### src/rtl/iot_pkg.sv
// Shared types and constants for the IOTDF upstream serializer.
// Latency: n/a (declarations only).
// Backpressure: n/a.
package iot_pkg;

    localparam int WORD_W         = 128;
    localparam int BYTE_W         = 8;
    localparam int BYTES_PER_WORD = 16;
    localparam int IDX_W          = $clog2(BYTES_PER_WORD);

    localparam logic [2:0] F_MAX     = 3'd1;
    localparam logic [2:0] F_MIN     = 3'd2;
    localparam logic [2:0] F_AVG     = 3'd3;
    localparam logic [2:0] F_EXTRACT = 3'd4;
    localparam logic [2:0] F_EXCLUDE = 3'd5;
    localparam logic [2:0] F_PEAKMAX = 3'd6;
    localparam logic [2:0] F_PEAKMIN = 3'd7;

    typedef enum logic [1:0] {
        TX_IDLE = 2'd0,
        TX_SEND = 2'd1,
        TX_DONE = 2'd2
    } tx_state_t;

    // Byte idx 0 is the most significant byte of the word.
    function automatic logic [BYTE_W-1:0] word_byte(input logic [WORD_W-1:0] w,
                                                     input logic [IDX_W-1:0]  idx);
        logic [IDX_W+2:0] sh;
        sh = {~idx, 3'b000};
        return BYTE_W'(w >> sh);
    endfunction

endpackage

### src/rtl/iot_word_fifo.sv
// Generic DEPTH x W word FIFO exposing the head and the word behind it.
// Latency: a pushed word is visible at head one cycle after the push edge.
// Backpressure: push ignored while full (even with a same-cycle pop); pop ignored while empty.
module iot_word_fifo #(
    parameter int DEPTH = 4,
    parameter int W     = 128
) (
    input  logic         clk,
    input  logic         rst,
    input  logic         push,
    input  logic [W-1:0] push_dat,
    input  logic         pop,
    output logic         full,
    output logic         empty,
    output logic         has_two,
    output logic [W-1:0] head,
    output logic [W-1:0] head_next
);

    localparam int AW = $clog2(DEPTH);
    localparam logic [AW:0] FULL_CNT = (AW+1)'(DEPTH);
    localparam logic [AW:0] ONE_CNT  = (AW+1)'(1);

    logic [W-1:0]  mem [DEPTH];
    logic [AW-1:0] rd_ptr;
    logic [AW-1:0] wr_ptr;
    logic [AW-1:0] rd_ptr_nx;
    logic [AW:0]   count;
    logic          do_push;
    logic          do_pop;

    assign do_push   = push && !full;
    assign do_pop    = pop && !empty;
    assign rd_ptr_nx = rd_ptr + 1'b1;

    assign full      = (count == FULL_CNT);
    assign empty     = (count == '0);
    assign has_two   = (count > ONE_CNT);
    assign head      = mem[rd_ptr];
    assign head_next = mem[rd_ptr_nx];

    always_ff @(posedge clk or negedge rst) begin
        if (!rst) begin
            rd_ptr <= '0;
            wr_ptr <= '0;
            count  <= '0;
        end else begin
            if (do_push) wr_ptr <= wr_ptr + 1'b1;
            if (do_pop)  rd_ptr <= rd_ptr_nx;
            case ({do_push, do_pop})
                2'b10:   count <= count + 1'b1;
                2'b01:   count <= count - 1'b1;
                default: count <= count;
            endcase
        end
    end

    // Storage needs no reset: pointers/count define what is valid.
    always_ff @(posedge clk) begin
        if (do_push) mem[wr_ptr] <= push_dat;
    end

endmodule

### src/rtl/iot_tx_serializer.sv
// Buffers 128-bit words and streams them MSB-byte-first to the IOTDF core, one frame of NUM_WORDS per start.
// Latency: start at edge E0, first byte on the bus after E1; one byte per cycle while busy is low.
// Backpressure: busy low at an edge gates the next byte; wr_ready drops when the word FIFO is full.
module iot_tx_serializer
    import iot_pkg::*;
#(
    parameter int DEPTH     = 4,
    parameter int NUM_WORDS = 96,
    parameter int CNT_W     = 7
) (
    input  logic              clk,
    input  logic              rst,
    input  logic              start,
    input  logic [2:0]        fn_cfg,
    input  logic              wr_valid,
    input  logic [WORD_W-1:0] wr_data,
    output logic              wr_ready,
    input  logic              busy,
    output logic              in_en,
    output logic [BYTE_W-1:0] iot_in,
    output logic [2:0]        fn_sel,
    output logic [CNT_W-1:0]  sent_cnt,
    output logic              done
);

    localparam logic [CNT_W-1:0] LAST_CNT = CNT_W'(NUM_WORDS);
    localparam logic [IDX_W-1:0] LAST_IDX = IDX_W'(BYTES_PER_WORD - 1);

    tx_state_t          state_q, state_d;
    logic [IDX_W-1:0]   idx_q, idx_d;
    logic [CNT_W-1:0]   cnt_q, cnt_d;
    logic               en_q, en_d;
    logic [BYTE_W-1:0]  dat_q, dat_d;
    logic [2:0]         fn_q, fn_d;

    logic               pop;
    logic               avail;
    logic [WORD_W-1:0]  cur;
    logic               full, empty, has_two;
    logic [WORD_W-1:0]  head, head_next;

    iot_word_fifo #(
        .DEPTH (DEPTH),
        .W     (WORD_W)
    ) u_fifo (
        .clk       (clk),
        .rst       (rst),
        .push      (wr_valid),
        .push_dat  (wr_data),
        .pop       (pop),
        .full      (full),
        .empty     (empty),
        .has_two   (has_two),
        .head      (head),
        .head_next (head_next)
    );

    assign wr_ready = !full;
    assign in_en    = en_q;
    assign iot_in   = dat_q;
    assign fn_sel   = fn_q;
    assign sent_cnt = cnt_q;
    assign done     = (state_q == TX_DONE);

    always_ff @(posedge clk or negedge rst) begin
        if (!rst) begin
            state_q <= TX_IDLE;
            idx_q   <= '0;
            cnt_q   <= '0;
            en_q    <= 1'b0;
            dat_q   <= '0;
            fn_q    <= '0;
        end else begin
            state_q <= state_d;
            idx_q   <= idx_d;
            cnt_q   <= cnt_d;
            en_q    <= en_d;
            dat_q   <= dat_d;
            fn_q    <= fn_d;
        end
    end

    always_comb begin
        state_d = state_q;
        idx_d   = idx_q;
        cnt_d   = cnt_q;
        en_d    = 1'b0;
        dat_d   = '0;
        fn_d    = fn_q;
        pop     = 1'b0;
        avail   = 1'b0;
        cur     = head;

        case (state_q)
            TX_IDLE, TX_DONE: begin
                if (start) begin
                    fn_d    = fn_cfg;
                    cnt_d   = '0;
                    idx_d   = '0;
                    state_d = TX_SEND;
                end
            end
            TX_SEND: begin
                // A byte on the bus is always consumed at this edge, busy or not.
                if (en_q) begin
                    idx_d = idx_q + 1'b1;
                    if (idx_q == LAST_IDX) begin
                        pop   = 1'b1;
                        cnt_d = cnt_q + 1'b1;
                    end
                end
                // Decide the next byte against the FIFO as it will look after this pop.
                avail = pop ? has_two : !empty;
                cur   = pop ? head_next : head;
                if (cnt_d == LAST_CNT) begin
                    state_d = TX_DONE;
                end else if (!busy && avail) begin
                    en_d  = 1'b1;
                    dat_d = word_byte(cur, idx_d);
                end
            end
            default: state_d = TX_IDLE;
        endcase
    end

endmodule

### config.mk
export PLATFORM = sky130hd
export DESIGN_NAME = iot_tx_serializer
export DESIGN_NICKNAME = d
export VERILOG_FILES = /design/src/rtl/iot_pkg.sv /design/src/rtl/iot_word_fifo.sv /design/src/rtl/iot_tx_serializer.sv
export SDC_FILE = /design/constraint.sdc
export NUM_CORES = 1
export LEC_CHECK = 0
export BUFFER_PORTS_ARGS = -buffer_cell sky130_fd_sc_hd__buf_2
export CORE_UTILIZATION = 30
export CTS_CLUSTER_DIAMETER = 80
export DETAILED_ROUTE_END_ITERATION = 10
export SETUP_SLACK_MARGIN = 0.1
export SYNTH_ARGS = -nofsm -noshare
export SYNTH_HDL_FRONTEND = slang
export SYNTH_SLANG_ARGS = --single-unit
### constraint.sdc
create_clock -name clk -period 8.1 [get_ports clk]
set_input_delay 2.025 -clock clk [delete_from_list [all_inputs] [get_ports clk]]
set_output_delay 2.025 -clock clk [all_outputs]
set_load 0.01 [all_outputs]
## After elaboration in Yosys (flattened, before gate mapping)

Memories as Yosys holds them, arrays and structs flattened.
Index checks and enable logic that the tools add are counted.

| storage, ports and cells | value |
|---|---|
| register bits | 32 |
| RAM bits | 512 |
| bits of input ports | 136 |
| logic and storage cells | 69 |
| memories | 1 |

Memory list:

| name | words | width | rd ports | clocked after memory_dff | write ports | RTL line | source |
|---|---|---|---|---|---|---|---|
| u_fifo.mem | 4 | 128 | 2 | 0 | 1 | iot_word_fifo.sv:24 | `logic [W-1:0] mem [DEPTH];` |

| operators by class | value |
|---|---|
| add/subtract/negate cells | 6 |
| order comparisons | 1 |
| equal/unequal tests | 9 |
| shifts and indexed selects | 1 |
| muxes and demuxes | 27 |
| bitwise logic cells | 1 |
| reduce and logical (&&, ||, !) cells | 14 |

Operators by type and width:

| operator | number |
|---|---|
| 128-bit two-way mux | 1 |
| 128-bit by 7-bit right shift with 8-bit output | 1 |
| 7-bit two-way mux | 4 |
| 8-bit two-way mux | 3 |
| 7-bit case mux with 2 select lines | 1 |
| 4-bit two-way mux | 3 |
| 1-bit two-way mux | 10 |
| 4-bit case mux with 2 select lines | 1 |
| 7-bit by 1-bit adder with 7-bit output (second input constant) | 1 |
| 7-bit == test (second input constant) | 1 |
| 3-bit case mux with 2 select lines | 1 |
| 2-bit AND reduction | 3 |
| 2-bit by 1-bit adder with 2-bit output (second input constant) | 2 |
| 4-bit by 1-bit adder with 4-bit output (second input constant) | 1 |
| 2-bit by 1-bit == test with 1-bit output (second input constant) | 2 |
| 2-bit == test (second input constant) | 2 |
| 4-bit == test (second input constant) | 1 |
| 2-bit two-way mux | 2 |
| 2-bit inequality test (second input constant) | 2 |
| 4-bit NOT | 1 |
| 2-bit case mux with 2 select lines | 1 |
| 2-bit nonzero test | 2 |
| 3-bit by 1-bit adder with 3-bit output (second input constant) | 1 |
| 3-bit == test (second input constant) | 1 |
| other kinds (7) | 11 |

## Longest topological paths before layout

| logic depth | value |
|---|---|
| depth after elaboration | 9 |
| gate-level depth with buffers | 13 |

## Hierarchy

A second synthesis with hierarchy kept.

| second synthesis, totals | value |
|---|---|
| cell total of the unflattened synthesis | 1434 |
| area, all modules | 26494.2 µm² |

Modules (own cells, without submodules):

| module | instances | cells each | area an instance (µm²) |
|---|---|---|---|
| iot_word_fifo | 1 | 871 | 22253.8 |
| iot_tx_serializer | 1 | 563 | 4240.3 |

## Worst setup path after synthesis

OpenSTA, ideal clock, no wires.

| timing | value |
|---|---|
| kind | input to register |
| start | in wr_valid |
| end | mem u_fifo.mem[0][0] (enable) |
| setup time | 0.503 ns |
| arrival time | 5.022 ns |
| setup slack | 2.575 ns |
| cell stages on the path | 1 |
| buffers on the path | 0 |
| path through | and3_1 |

| between the ends | value |
|---|---|
| word-level cells in the longest chain between the ends | 3 |

RTL lines:

| element | RTL line | source |
|---|---|---|
| start, declared | iot_tx_serializer.sv:15 | `input logic wr_valid,` |
| 1-bit logical AND | iot_word_fifo.sv:32 | `assign do_push = push && !full;` |
| 1-bit two-way mux | iot_word_fifo.sv:60 | `if (do_push) mem[wr_ptr] <= push_dat;` |
| 1-bit two-way mux (implied by the code) | iot_word_fifo.sv:60 |  |
| end, declared | iot_word_fifo.sv:24 |  |

Every way passes these cells.

## Worst setup path in the final report

| timing | value |
|---|---|
| start | reg u_fifo.rd_ptr[1] |
| end | reg dat_q[5] (netlist: iot_in[5]) |

| between the ends | value |
|---|---|
| word-level cells in the longest chain between the ends | 7 |

RTL lines:

| element | RTL line | source |
|---|---|---|
| start, declared | iot_word_fifo.sv:25 | `logic [AW-1:0] rd_ptr;` |
| start signal, assigned | iot_word_fifo.sv:49 | `if (do_pop) rd_ptr <= rd_ptr_nx;` |
| 2-bit by 1-bit adder with 2-bit output | iot_word_fifo.sv:34 | `assign rd_ptr_nx = rd_ptr + 1'b1;` |
| memory 4 x 128 bit (*) | n/a |  |
| 128-bit two-way mux (*) | iot_tx_serializer.sv:114 | `cur = pop ? head_next : head;` |
| 128-bit by 7-bit right shift with 8-bit output (*) | iot_pkg.sv:30 | `return BYTE_W'(w >> sh);` |
| 8-bit two-way mux (*) | iot_tx_serializer.sv:117 | `end else if (!busy && avail) begin` |
| 8-bit two-way mux (*) | iot_tx_serializer.sv:115 | `if (cnt_d == LAST_CNT) begin` |
| 8-bit two-way mux (*) | iot_tx_serializer.sv:94 | `case (state_q)` |
| named net dat_d[5] | iot_tx_serializer.sv:33 | `logic [BYTE_W-1:0] dat_q, dat_d;` |
| end signal, assigned | iot_tx_serializer.sv:78 | `dat_q <= dat_d;` |
| end, declared | iot_tx_serializer.sv:33 |  |

The timed path passes the listed nets; every way through them passes the cells marked *.
A chain may end at the register's enable or synchronous reset.

==> metrics <==
Synth Flop Type edfxtp_1; CP startpoint kind flip-flop; grt total ovfl 0; Clock Pin Slew Worst Setup and Hold Paths roughly 60 ps; initial antenna violation count 31; CP cell instances buf_4 > buf_4 > mux4_2 > nand2_1 > and3_1 > a311oi_1 > o21ai_0 > a21oi_1; Final WS setup 4160 ps; Tmin final 3940 ps; Pins Over Slew Limit 0; Slew @ Worst Pin 1040 ps; most frequent cell after synthesis edfxtp_1; Final ANT Viol Nets 0; main area contributors after synthesis edfxtp_1 (65%), mux4_2 (14%), dfrtp_1 (3.4%); max-cap violations 0; Synth warnings 0; GPL Wtd Cong just under 0.8; drt total wl between 60,000 and 70,000 um; R2R Setup Slk roughly 4200 ps; Mapped Cells between 1,000 and 1,500; final worst-path cycle share 48.6%; Post-DP HPWL 37,800 um; largest area contributor in the netlist edfxtp_1; cell total after placement 2,542; EDFF count, synth 512; min-delay src fn_sel[0]; setup slack after placement 4040 ps; via count 13,801; dpl cell area between 0.02 and 0.03 mm^2; crit end category flip-flop; design area 0.0274 mm^2; Worst Skew 23.1 ps; VDD IR max 0.165 mV; CTS Hold Bufs 0; Critical-path top delay cell dfrtp_4; commonest cells in the synthesized netlist edfxtp_1 (512), mux4_2 (151), nand2_1 (151), nand3_1 (76), buf_2 (50); Slew Limit Headroom 30.6%; # nets final ~1,700; Vias/cell around 5.2; number of post-CTS setup repair buffers 0; Crit Reg-Reg Endpoint iot_in[5]; WL/cell 22.7 um; # resized after CTS 0; maximum number of pins on one net before global-route repair between 100 and 150; Hold Vio Cnt, Final 0; Mapped Area ~0.024 mm^2; Arr. time, crit path 4460 ps; die area 0.0805 mm^2; Most common cell on crit path buf_4; LEAKAGE 0.00878 uW; Total GRT Usage around 15%; post-synthesis sequential area ratio 68.0%; worst reg2reg path startpoint u_fifo.rd_ptr[1]; worst hold stages 1; Max stage delay on crit path 920 ps; Starting Density between 30% and 40%; critical path's top delay family compound AO/OA/AOI/OAI gates; CTS Buf Count 55; clk sinks 544; boundary pin count 157; Mapped Avg Cell Area between 15 and 20 um^2; Root Driver clkbuf_16; DR pass1 iterations 6; clk buf depth 3; critical-path maximum fanout 54; Netlist cell types 58; status completed; Setup TNS 0 ps; DRT iter0 DRCs 1,246; power density cells approximately 330 mW/mm^2; Area Overhead vs Synth 15.3%; Die Height 284 um; Critical path origin u_fifo.rd_ptr[1]; worst hold path class flip-flop to flip-flop; CP Class flip-flop to flip-flop; end of the worst hold path fn_sel[0]; Seq cells post-synth 544; RSZ-0062 raised after global routing false; Post-Syn Nets between 1,500 and 2,000; endpoints failing setup 0; post-synth top area share 64.6%; fmax ~0.25 GHz; required time worst endpoint 8620 ps; H-Tree Depth 2; Worst Reg-to-Reg Cells 8; total power 9150 uW; Bufs and invs on worst path 2; DRC Markers 0; Die Wd around 280 um; vias in the first global route 13,970; CTS tree built; PortBufs 156; share of cells above drive strength 1 28.6%; Non-Filler Instances ~2,600; first-pass GRT wire length 89,900 um; clk_lat worst skew 620 ps; Async SR Flop Fraction 5.88%; core box area roughly 0.078 mm^2; Cell Rows 102
cell families (layout without fill, tap and decap cells):
| kind of cell | Yosys count | after routing | share of synthesized area [%] |
|---|---|---|---|
| flops | 544 | 544 | 68.0 |
| simple gates | 354 | 354 | 6.75 |
| mux | 198 | 198 | 16.4 |
| compound gates | 185 | 185 | 5.22 |
| buf+inv | 116 | 298 | 2.50 |
| xor+xnor | 14 | 14 | 0.547 |
| fa+ha+maj | 11 | 11 | 0.578 |
| other cells | 0 | 4 | 0 |
flip-flops by register name, summed over array words and instances (netlist names):
name / flops
u_fifo.count: 3
u_fifo.wr_ptr: 2
idx_q: 4
fn_sel: 3
state_q: 2
u_fifo.rd_ptr: 2
in_en: 1
u_fifo.mem: 512
iot_in: 8
sent_cnt: 7
cell type report:
cell class              count  area [um^2]
flip-flops and latches    544        16200
fillers                  7338        50500
multi-input cells         762         7100
inverters                  12         45.0
clock buffers              66         1420
well taps                1040         1300
repair buffers            184         1000
diodes                      4         10.0
clock inverters            36          373
worst register-to-register path, delay by kind of cell (launching register included):
kind            cells  cell delay [ps]
mux                 1              290
compound gates      3             1160
simple gates        2              310
flops               1              920
buf+inv             2             1170
how the worst max path moves through the flow:
stage,depth (start not counted),end,slack [ps]
2_1_floorplan,1,u_fifo.mem[0][0],2580
4_1_cts,8,iot_in[5],4140
5_1_grt,7,iot_in[0],4030
3_5_place_dp,3,u_fifo.mem[0][95],4040
6_report,8,iot_in[5],4160
3_3_place_gp,3,u_fifo.mem[0][9],4030
stage by stage:
step / utilization [%] / hold WS, ps
after floorplan: - / 475
after global placement: 32.9 / 483
after detailed placement: 32.9 / 499
after CTS: 35.2 / 511
after global routing: 35.2 / 525
final: 35.2 / 509
placed cells by master, fill, tap and decap left out, drive strengths merged, types with 16 or more instances in the layout:
cell / instances
mux2i: 16
edfxtp: 512
dfrtp: 32
nor2: 31
clkinv: 23
o22ai: 29
buf: 184
o21ai: 53
nand3: 76
nor3: 49
mux4: 151
clkbuf: 66
nand2: 152
mux2: 31
where the power goes:
| group | switching [uW] | internal [uW] | total (uW) | leakage, uW |
|---|---|---|---|---|
| logic | 1760 | 940 | 2700 | 0.00283 |
| clock network | 1070 | 1450 | 2520 | 0.000861 |
| registers | 234 | 3700 | 3930 | 0.00509 |
| total | 3070 | 6080 | 9150 | 0.00878 |
per-layer routing:
metal  routed length, um  vias up  part of all wire [%]  global-route usage (%)
met5                 162        -                  0.27                       0
met4                1340       28                   2.2                    3.81
met3                4340      108                   7.2                    3.09
met2               29300      476                    49                    24.3
met1               25000     7129                    42                    19.6
li1                    -     6060                     -                       -
Note: power is estimated with default switching activity, not from simulation.
